### src/rtl/variable_latency_divider.sv
// Signed DVD_W-by-DVS_W sequential restoring divider, one quotient bit per cycle.
// Truncating division: the quotient rounds toward zero and the remainder takes the dividend's sign.
// A divide by zero yields quotient all-ones, remainder = dividend[DVS_W-1:0] and raises div_by_zero.
//
// Optional build macro VLDIV_EARLY_TERM_EN: when defined, the dividend's leading zeros are skipped
// and the iteration count is DVD_W - clz(|dividend|). When undefined, every nonzero-divisor
// operation iterates DVD_W times. Results are the same in both builds.
//
// Ports:
//   clk          rising-edge clock
//   rst_n        asynchronous active-low reset
//   loaded       start request; operands are sampled on the edge that starts the operation
//   dividend     signed dividend (DVD_W)
//   divisor      signed divisor (DVS_W)
//   quotient     signed quotient, registered (DVD_W)
//   remainder    signed remainder, registered (DVS_W)
//   completed    result valid; held until loaded is sampled low
//   busy         operation in progress
//   div_by_zero  last operation had divisor == 0
module variable_latency_divider #(
  parameter int unsigned DVD_W = 32,
  parameter int unsigned DVS_W = 16,
  parameter int unsigned CNT_W = 6
) (
  input  logic             clk,
  input  logic             rst_n,
  input  logic             loaded,
  input  logic [DVD_W-1:0] dividend,
  input  logic [DVS_W-1:0] divisor,
  output logic [DVD_W-1:0] quotient,
  output logic [DVS_W-1:0] remainder,
  output logic             completed,
  output logic             busy,
  output logic             div_by_zero
);

  localparam logic [CNT_W-1:0] DvdWCnt = CNT_W'(DVD_W);

  typedef enum logic [1:0] {StIdle, StIter, StFix, StDone} state_e;

  state_e           state_q, state_d;
  // dvd_q holds the aligned dividend magnitude; quotient bits fill in from the LSB as it shifts.
  logic [DVD_W-1:0] dvd_q, dvd_d;
  logic [DVS_W-1:0] dvs_q, dvs_d;
  logic [DVS_W:0]   prem_q, prem_d;
  logic [CNT_W-1:0] cnt_q, cnt_d;
  logic             qsign_q, qsign_d;
  logic             rsign_q, rsign_d;
  logic             dbz_q, dbz_d;
  logic [DVD_W-1:0] quot_q, quot_d;
  logic [DVS_W-1:0] rem_q, rem_d;
  logic             dbz_out_q, dbz_out_d;

  logic [DVD_W-1:0] dvd_mag, dvd_aligned;
  logic [DVS_W-1:0] dvs_mag, rem_mag;
  logic [CNT_W-1:0] len;
  logic [DVS_W:0]   prem_sh, diff;
  logic             ge;

  assign dvd_mag = dividend[DVD_W-1] ? -dividend : dividend;
  assign dvs_mag = divisor[DVS_W-1] ? -divisor : divisor;

`ifdef VLDIV_EARLY_TERM_EN
  logic [CNT_W-1:0] lz;

  // Highest set bit wins, so the last match in the ascending scan sets the count.
  always_comb begin
    lz = DvdWCnt;
    for (int i = 0; i < DVD_W; i++) begin
      if (dvd_mag[i]) lz = CNT_W'(DVD_W - 1 - i);
    end
  end

  assign len         = DvdWCnt - lz;
  assign dvd_aligned = dvd_mag << lz;
`else
  assign len         = DvdWCnt;
  assign dvd_aligned = dvd_mag;
`endif

  // The top bit of prem_q is always clear after an iteration; folding it into the compare keeps
  // the restoring step correct even if it were not.
  assign prem_sh = {prem_q[DVS_W-1:0], dvd_q[DVD_W-1]};
  assign diff    = prem_sh - {1'b0, dvs_q};
  assign ge      = prem_q[DVS_W] | (prem_sh >= {1'b0, dvs_q});
  assign rem_mag = prem_q[DVS_W-1:0];

  always_comb begin
    state_d   = state_q;
    dvd_d     = dvd_q;
    dvs_d     = dvs_q;
    prem_d    = prem_q;
    cnt_d     = cnt_q;
    qsign_d   = qsign_q;
    rsign_d   = rsign_q;
    dbz_d     = dbz_q;
    quot_d    = quot_q;
    rem_d     = rem_q;
    dbz_out_d = dbz_out_q;
    unique case (state_q)
      StIdle: begin
        if (loaded) begin
          qsign_d = dividend[DVD_W-1] ^ divisor[DVS_W-1];
          rsign_d = dividend[DVD_W-1];
          dvs_d   = dvs_mag;
          prem_d  = '0;
          cnt_d   = len;
          if (divisor == '0) begin
            // Keep the raw dividend so its low bits can be returned as the remainder.
            dbz_d   = 1'b1;
            dvd_d   = dividend;
            state_d = StFix;
          end else begin
            dbz_d   = 1'b0;
            dvd_d   = dvd_aligned;
            state_d = (len == '0) ? StFix : StIter;
          end
        end
      end
      StIter: begin
        dvd_d  = {dvd_q[DVD_W-2:0], ge};
        prem_d = ge ? diff : prem_sh;
        cnt_d  = cnt_q - CNT_W'(1);
        if (cnt_q == CNT_W'(1)) state_d = StFix;
      end
      StFix: begin
        if (dbz_q) begin
          quot_d = '1;
          rem_d  = dvd_q[DVS_W-1:0];
        end else begin
          quot_d = qsign_q ? -dvd_q : dvd_q;
          rem_d  = rsign_q ? -rem_mag : rem_mag;
        end
        dbz_out_d = dbz_q;
        state_d   = StDone;
      end
      StDone: begin
        if (!loaded) state_d = StIdle;
      end
      default: state_d = StIdle;
    endcase
  end

  always_ff @(posedge clk or negedge rst_n) begin
    if (!rst_n) begin
      state_q   <= StIdle;
      dvd_q     <= '0;
      dvs_q     <= '0;
      prem_q    <= '0;
      cnt_q     <= '0;
      qsign_q   <= 1'b0;
      rsign_q   <= 1'b0;
      dbz_q     <= 1'b0;
      quot_q    <= '0;
      rem_q     <= '0;
      dbz_out_q <= 1'b0;
    end else begin
      state_q   <= state_d;
      dvd_q     <= dvd_d;
      dvs_q     <= dvs_d;
      prem_q    <= prem_d;
      cnt_q     <= cnt_d;
      qsign_q   <= qsign_d;
      rsign_q   <= rsign_d;
      dbz_q     <= dbz_d;
      quot_q    <= quot_d;
      rem_q     <= rem_d;
      dbz_out_q <= dbz_out_d;
    end
  end

  assign quotient    = quot_q;
  assign remainder   = rem_q;
  assign div_by_zero = dbz_out_q;
  assign completed   = (state_q == StDone);
  assign busy        = (state_q == StIter) || (state_q == StFix);

endmodule

### config.mk
export PLATFORM = sky130hd
export DESIGN_NAME = variable_latency_divider
export DESIGN_NICKNAME = d
export VERILOG_FILES = /design/src/rtl/variable_latency_divider.sv
export SDC_FILE = /design/constraint.sdc
export NUM_CORES = 1
export LEC_CHECK = 0
export CORE_ASPECT_RATIO = 1.2
export CORE_MARGIN = 10
export CORE_UTILIZATION = 60
export CTS_CLUSTER_SIZE = 28
export DETAILED_ROUTE_END_ITERATION = 8
export PLACE_DENSITY = 0.85
export SLEW_MARGIN = 20
export SYNTH_ARGS = -nofsm -noshare
export SYNTH_HDL_FRONTEND = slang
export SYNTH_SLANG_ARGS = --single-unit
export TNS_END_PERCENT = 5
### constraint.sdc
create_clock -name clk -period 5.3 [get_ports clk]
set_clock_uncertainty 0.15 [all_clocks]
set_input_delay 1.06 -clock clk [delete_from_list [all_inputs] [get_ports clk]]
set_output_delay 1.06 -clock clk [all_outputs]
set_load 0.005 [all_outputs]
# Word-level counts from Yosys, hierarchy flattened

Cells that the tools add are included.
W data, S select, Z words.

Word-level logic and storage cells: 54
Output and inout bits: 51
Register bits after elaboration: 125

Reduce and logical (&&, ||, !) cells: 7
Muxes and demuxes: 20
Bitwise operators: 2
Magnitude comparators: 1
$add $sub $neg: 6
Equal/unequal tests: 7

Operator list:

| cell                  | number |
|---|---|
| $mux W32              | 5 |
| $neg A32 Y32          | 2 |
| $pmux W32 S2          | 1 |
| $mux W16              | 3 |
| $mux W17              | 2 |
| $pmux W17 S2          | 1 |
| $neg A16 Y16          | 2 |
| $ge A17 B16 Y1        | 1 |
| $sub A17 B16 Y17      | 1 |
| $logic_not A16 Y1     | 1 |
| $pmux W6 S2           | 1 |
| $mux W2               | 4 |
| $pmux W2 S4           | 1 |
| $eq A6 B1 Y1 const B  | 1 |
| $mux W6               | 1 |
| $ne A2 B2 Y1 const B  | 3 |
| $sub A6 B1 Y6 const B | 1 |
| $eq A2 B2 Y1 const B  | 2 |
| $reduce_and A2 Y1     | 2 |
| $reduce_and A3 Y1     | 1 |
| $eq A2 B1 Y1 const B  | 1 |
| $logic_not A2 Y1      | 1 |
| $reduce_bool A2 Y1    | 1 |
| $logic_or A1 B1 Y1    | 1 |
| other kinds (3)       | 3 |

# Logic depth before layout (Yosys ltp)

Word-level depth: 5
Depth in mapped cells: 11
Depth with buffers taken out: 11

# Worst setup path before layout

Ideal clock, no wire load.

Path type: input -> register
Start point: input port dividend[20]
End point: register dvd_q[30]
Slack: 2.163 ns
Stages: 7
Buffers on the path: 0
Arrival: 2.853 ns
Setup time: 0.134 ns
Path through: or4_1 -> or3_1 -> nor4_1 -> nand3_1 -> o41ai_1 -> xor2_1 -> o21ai_0

Cells in the longest elaborated chain, start to end: 5

Ends and longest elaborated chain:

| what                   | RTL line | text |
|---|---|---|
| start: declaration     | 28       | `input logic [DVD_W-1:0] dividend,` |
| $neg A32 Y32           | 60       | `assign dvd_mag = dividend[DVD_W-1] ? -dividend : dividend;` |
| $mux W32               | 60       |  |
| $mux W32               | 108      | `if (divisor == '0) begin` |
| $mux W32               | 102      | `if (loaded) begin` |
| $pmux W32 S2           | 100      | `unique case (state_q)` |
| end signal: assignment | 159      | `dvd_q <= dvd_d;` |
| end: declaration       | 43       | `logic [DVD_W-1:0] dvd_q, dvd_d;` |

No other way between the ends. The select of a mux whose other input is x is not followed.
A chain may end at the register's enable or synchronous reset.

# Worst setup path after layout

Start point: input port divisor[2]
End point: register dvd_q[14]

Cells in the longest elaborated chain, start to end: 4

Ends and longest elaborated chain:

| what               | RTL line | text |
|---|---|---|
| start: declaration | 29       | `input logic [DVS_W-1:0] divisor,` |
| $logic_not A16 Y1  | 108      |  |
| $mux W32           | 108      |  |
| $mux W32           | 102      |  |
| $pmux W32 S2       | 100      |  |

No other way between the ends. The select of a mux whose other input is x is not followed.

==> flow_metrics.py <==
metrics = {
    "timing": {
        "hold_viol": 0,
        "maxSlewViolCount": 0,
        "period_share_pct": 68.37,
        "setup_viol": 0,
        "period_needed_ps": 3624,
        "setup_tns_ps": 0,
        "max_freq_mhz": 276.0,
        "worst_slew_pin_slew_ps": 1118,
        "rsz0062_at_grt": "no",
        "fin_ws_ps": 1676,
        "relSlewSlack_pct": 25.49,
    },
    "cells_and_area": {
        "area_growth_pct": 21.57,
        "final_nets": 1031,
        "final_cell_mix": "dfrtp_1, clkdlybuf4s50_1, o21ai_0",
        "antenna_cells": 0,
        "layout_commonest_cell": "dfrtp_1",
        "final_layout_size_suffix_gt1_share_pct": 7.453,
    },
    "floorplanning": {
        "die_area_um2": 18200,
        "start_util_pct": 61.90,
        "rows": 45,
        "die_h_um": 145.8,
        "die_w_um": 124.8,
        "core_um2": 12780,
        "io_pins": 102,
    },
    "clock_network": {
        "tritoncts": "done",
        "clkSinkCount": 125,
        "cts_max_level": 4,
        "cts-root-buf": "clkbuf_16",
        "postCtsHoldBufs": 0,
        "path_clk_slew_ps": 50,
        "cts_buffer_depth": 2,
        "numCtsBuffers": 17,
        "clkLatencyLatePin_ps": 420,
        "cts_resized": 0,
        "post-cts-setup-buffers": 0,
    },
    "detailed_routing": {
        "ant_nets": 0,
        "vias": 7075,
        "wl_per_cell_um": 18.79,
        "drtIter0Drc": 739,
        "firstDrtPassIters": 5,
        "routed_wl_um": 21240,
        "via_per_inst": 6.261,
        "drcViolationCount": 0,
    },
    "logic_synthesis": {
        "syn_avg_cell_area_um2": 8.990,
        "syn_inst": 880,
        "synth_xor_area_share_pct": 11.40,
        "syn_area_um2": 7911,
        "synth-adder-area-share_pct": 4.365,
        "synth_top_family_by_area": "compound AO/OA/AOI/OAI gates",
        "synthFlopType": "dfrtp_1",
        "synth_area_leader_cell": "dfrtp_1",
        "synth_nets": 958,
        "synth_warnings": 0,
        "synth-compound-area-share_pct": 22.69,
        "synthArstFlopShare_pct": 100.0,
        "ys_top_cells_by_area": "dfrtp_1, xor2_1, o21ai_0, nand2_1, ha_1",
        "yosys.area_share.simple_pct": 14.90,
        "ys_ff_latch": 125,
        "synth_top_area_share_pct": 39.54,
        "seq_area_frac_synth_pct": 39.54,
        "synth_edf_count": 0,
        "synthDistinctLibCells": 64,
        "synthMuxAreaShare_pct": 2.341,
    },
    "hold_path": {
        "min_path_type": "register to register",
    },
    "global_route": {
        "grt_pass1_wl_um": 34950,
        "grt_pass1_vias": 6769,
        "grt_use_total_pct": 22.80,
        "grt_max_degree": 53,
        "antenna_found_initial": 0,
        "grt-ovfl-total": 0,
    },
    "worst_setup_path": {
        "r2r_slack_ps": 2240,
        "cp-end-kind": "register",
        "required_ps": 5430,
        "crit_end": "dvd_q[14]",
        "worstSetupPathType": "input port to register",
        "r2r-start": "dvd_q[31]",
        "r2r_cells": 11,
        "r2r_end": "prem_q[16]",
        "critPathLaunchType": "input port",
        "startpoint": "divisor[2]",
        "worstPathMaxFanout": 22,
        "cp.arrival_ps": 3750,
    },
    "place": {
        "place_ws_ps": 1297,
        "io_buffer_count": 101,
        "gp_congestion": 1.013,
        "hpwl_um": 15790,
    },
    "status": {
        "status": "finished clean",
    },
    "power_and_ir_drop": {
        "p_leak_nw": 3.986,
        "ir_drop_uv": 456.6,
        "power.density_nw_per_um2": 657.1,
    },
    "run": {
        "cap_violations": 0,
    },
}
==> final cells by class <==
cell class                      instances  area [um^2]
Tap cell                              164        205.2
Timing Repair Buffer                  112         1111
Fill cell                             898         3163
Sequential cell                       125         3128
Clock buffer                           21        460.4
Inverter                               40        150.1
Clock inverter                         11        141.4
Multi-Input combinational cell        657         4422
==> worst min path at each step <==
stage / slack (ps) / depth (start not counted) / from / end
2_1_floorplan: 300 / 2 / dvs_q[10] / dvs_q[10]
3_3_place_gp: 310 / 2 / dvs_q[12] / dvs_q[12]
3_5_place_dp: 320 / 2 / dvs_q[12] / dvs_q[12]
4_1_cts: 340 / 2 / dvs_q[12] / dvs_q[12]
5_1_grt: 360 / 1 / quotient[11] / quotient[11]
6_report: 330 / 2 / dvs_q[13] / dvs_q[13]
==> critical path: stages <==
cell and delay [ps]:
clkdlybuf4s50_1 470, nor4_1 550, nand3_1 250, nor4_2 570, nor2b_1 90, buf_4 230
o21ai_0 160, xor2_1 260, o21ai_0 110
==> layer usage <==
metal,track usage (%),routed length [um],vias to the layer above
met2,36.91,10300,315
li1,-,-,3345
met4,7.728,566,0
met3,5.459,1485,50
met5,0,0,-
met1,29.13,8879,3365
==> where the power goes <==
part,switching (W),internal (W),total [W]
clock network,0.000423,0.000760,0.00118
logic,0.00166,0.00153,0.00319
registers,0.000546,0.00140,0.00194
total,0.00263,0.00369,0.00632
==> cells by family after synthesis <==
kind of cell,after synthesis
buf+inv,98
flops,125
compound gates,270
simple gates,240
fa+ha+maj,27
xor+xnor,103
mux,17
==> through the flow <==
step                instances  utilization, %  instance area, um^2  hold WS [ps]  total power [W]
finish                   1130           75.25                 9618         332.8         0.006320
global route             1130           75.25                 9618         357.3         0.006796
CTS                      1129           75.04                 9590         337.3         0.006275
detailed placement       1097           70.33                 8989         324.7         0.005060
global placement         1097           70.33                 8989         312.7         0.004970
floorplan                 880               -                 7911         299.8         0.003979
==> state kept, by name, indices dropped and copies added, names as in the netlist <==
name / flops
dvs_q: 16
div_by_zero: 1
prem_q: 17
dbz_q: 1
state_q: 2
cnt_q: 6
dvd_q: 32
rsign_q: 1
qsign_q: 1
remainder: 16
quotient: 32
==> cells in the mapped netlist, types with 3 or more instances <==
library cell  instances
dfrtp_1             125
o21ai_0              96
nand2_1              88
xor2_1               66
clkbuf_1             54
nor2_1               42
inv_1                40
xnor2_1              37
nand3_1              33
a22oi_1              26
ha_1                 26
o31ai_1              25
a21oi_1              23
a31oi_1              20
o22a_1               15
mux2_2               12
nor3_1               12
o41ai_1              11
nand2b_1              9
or4_1                 9
a211oi_1              8
nor2b_1               8
a21o_1                7
a32oi_1               7
nand4_1               7
o22ai_1               6
mux2i_1               5
nor4_1                5
o211ai_1              5
or3_1                 5
and3_1                3
o221ai_1              3
o311ai_0              3
or2_2                 3
Power figures use the tool's default switching activity.
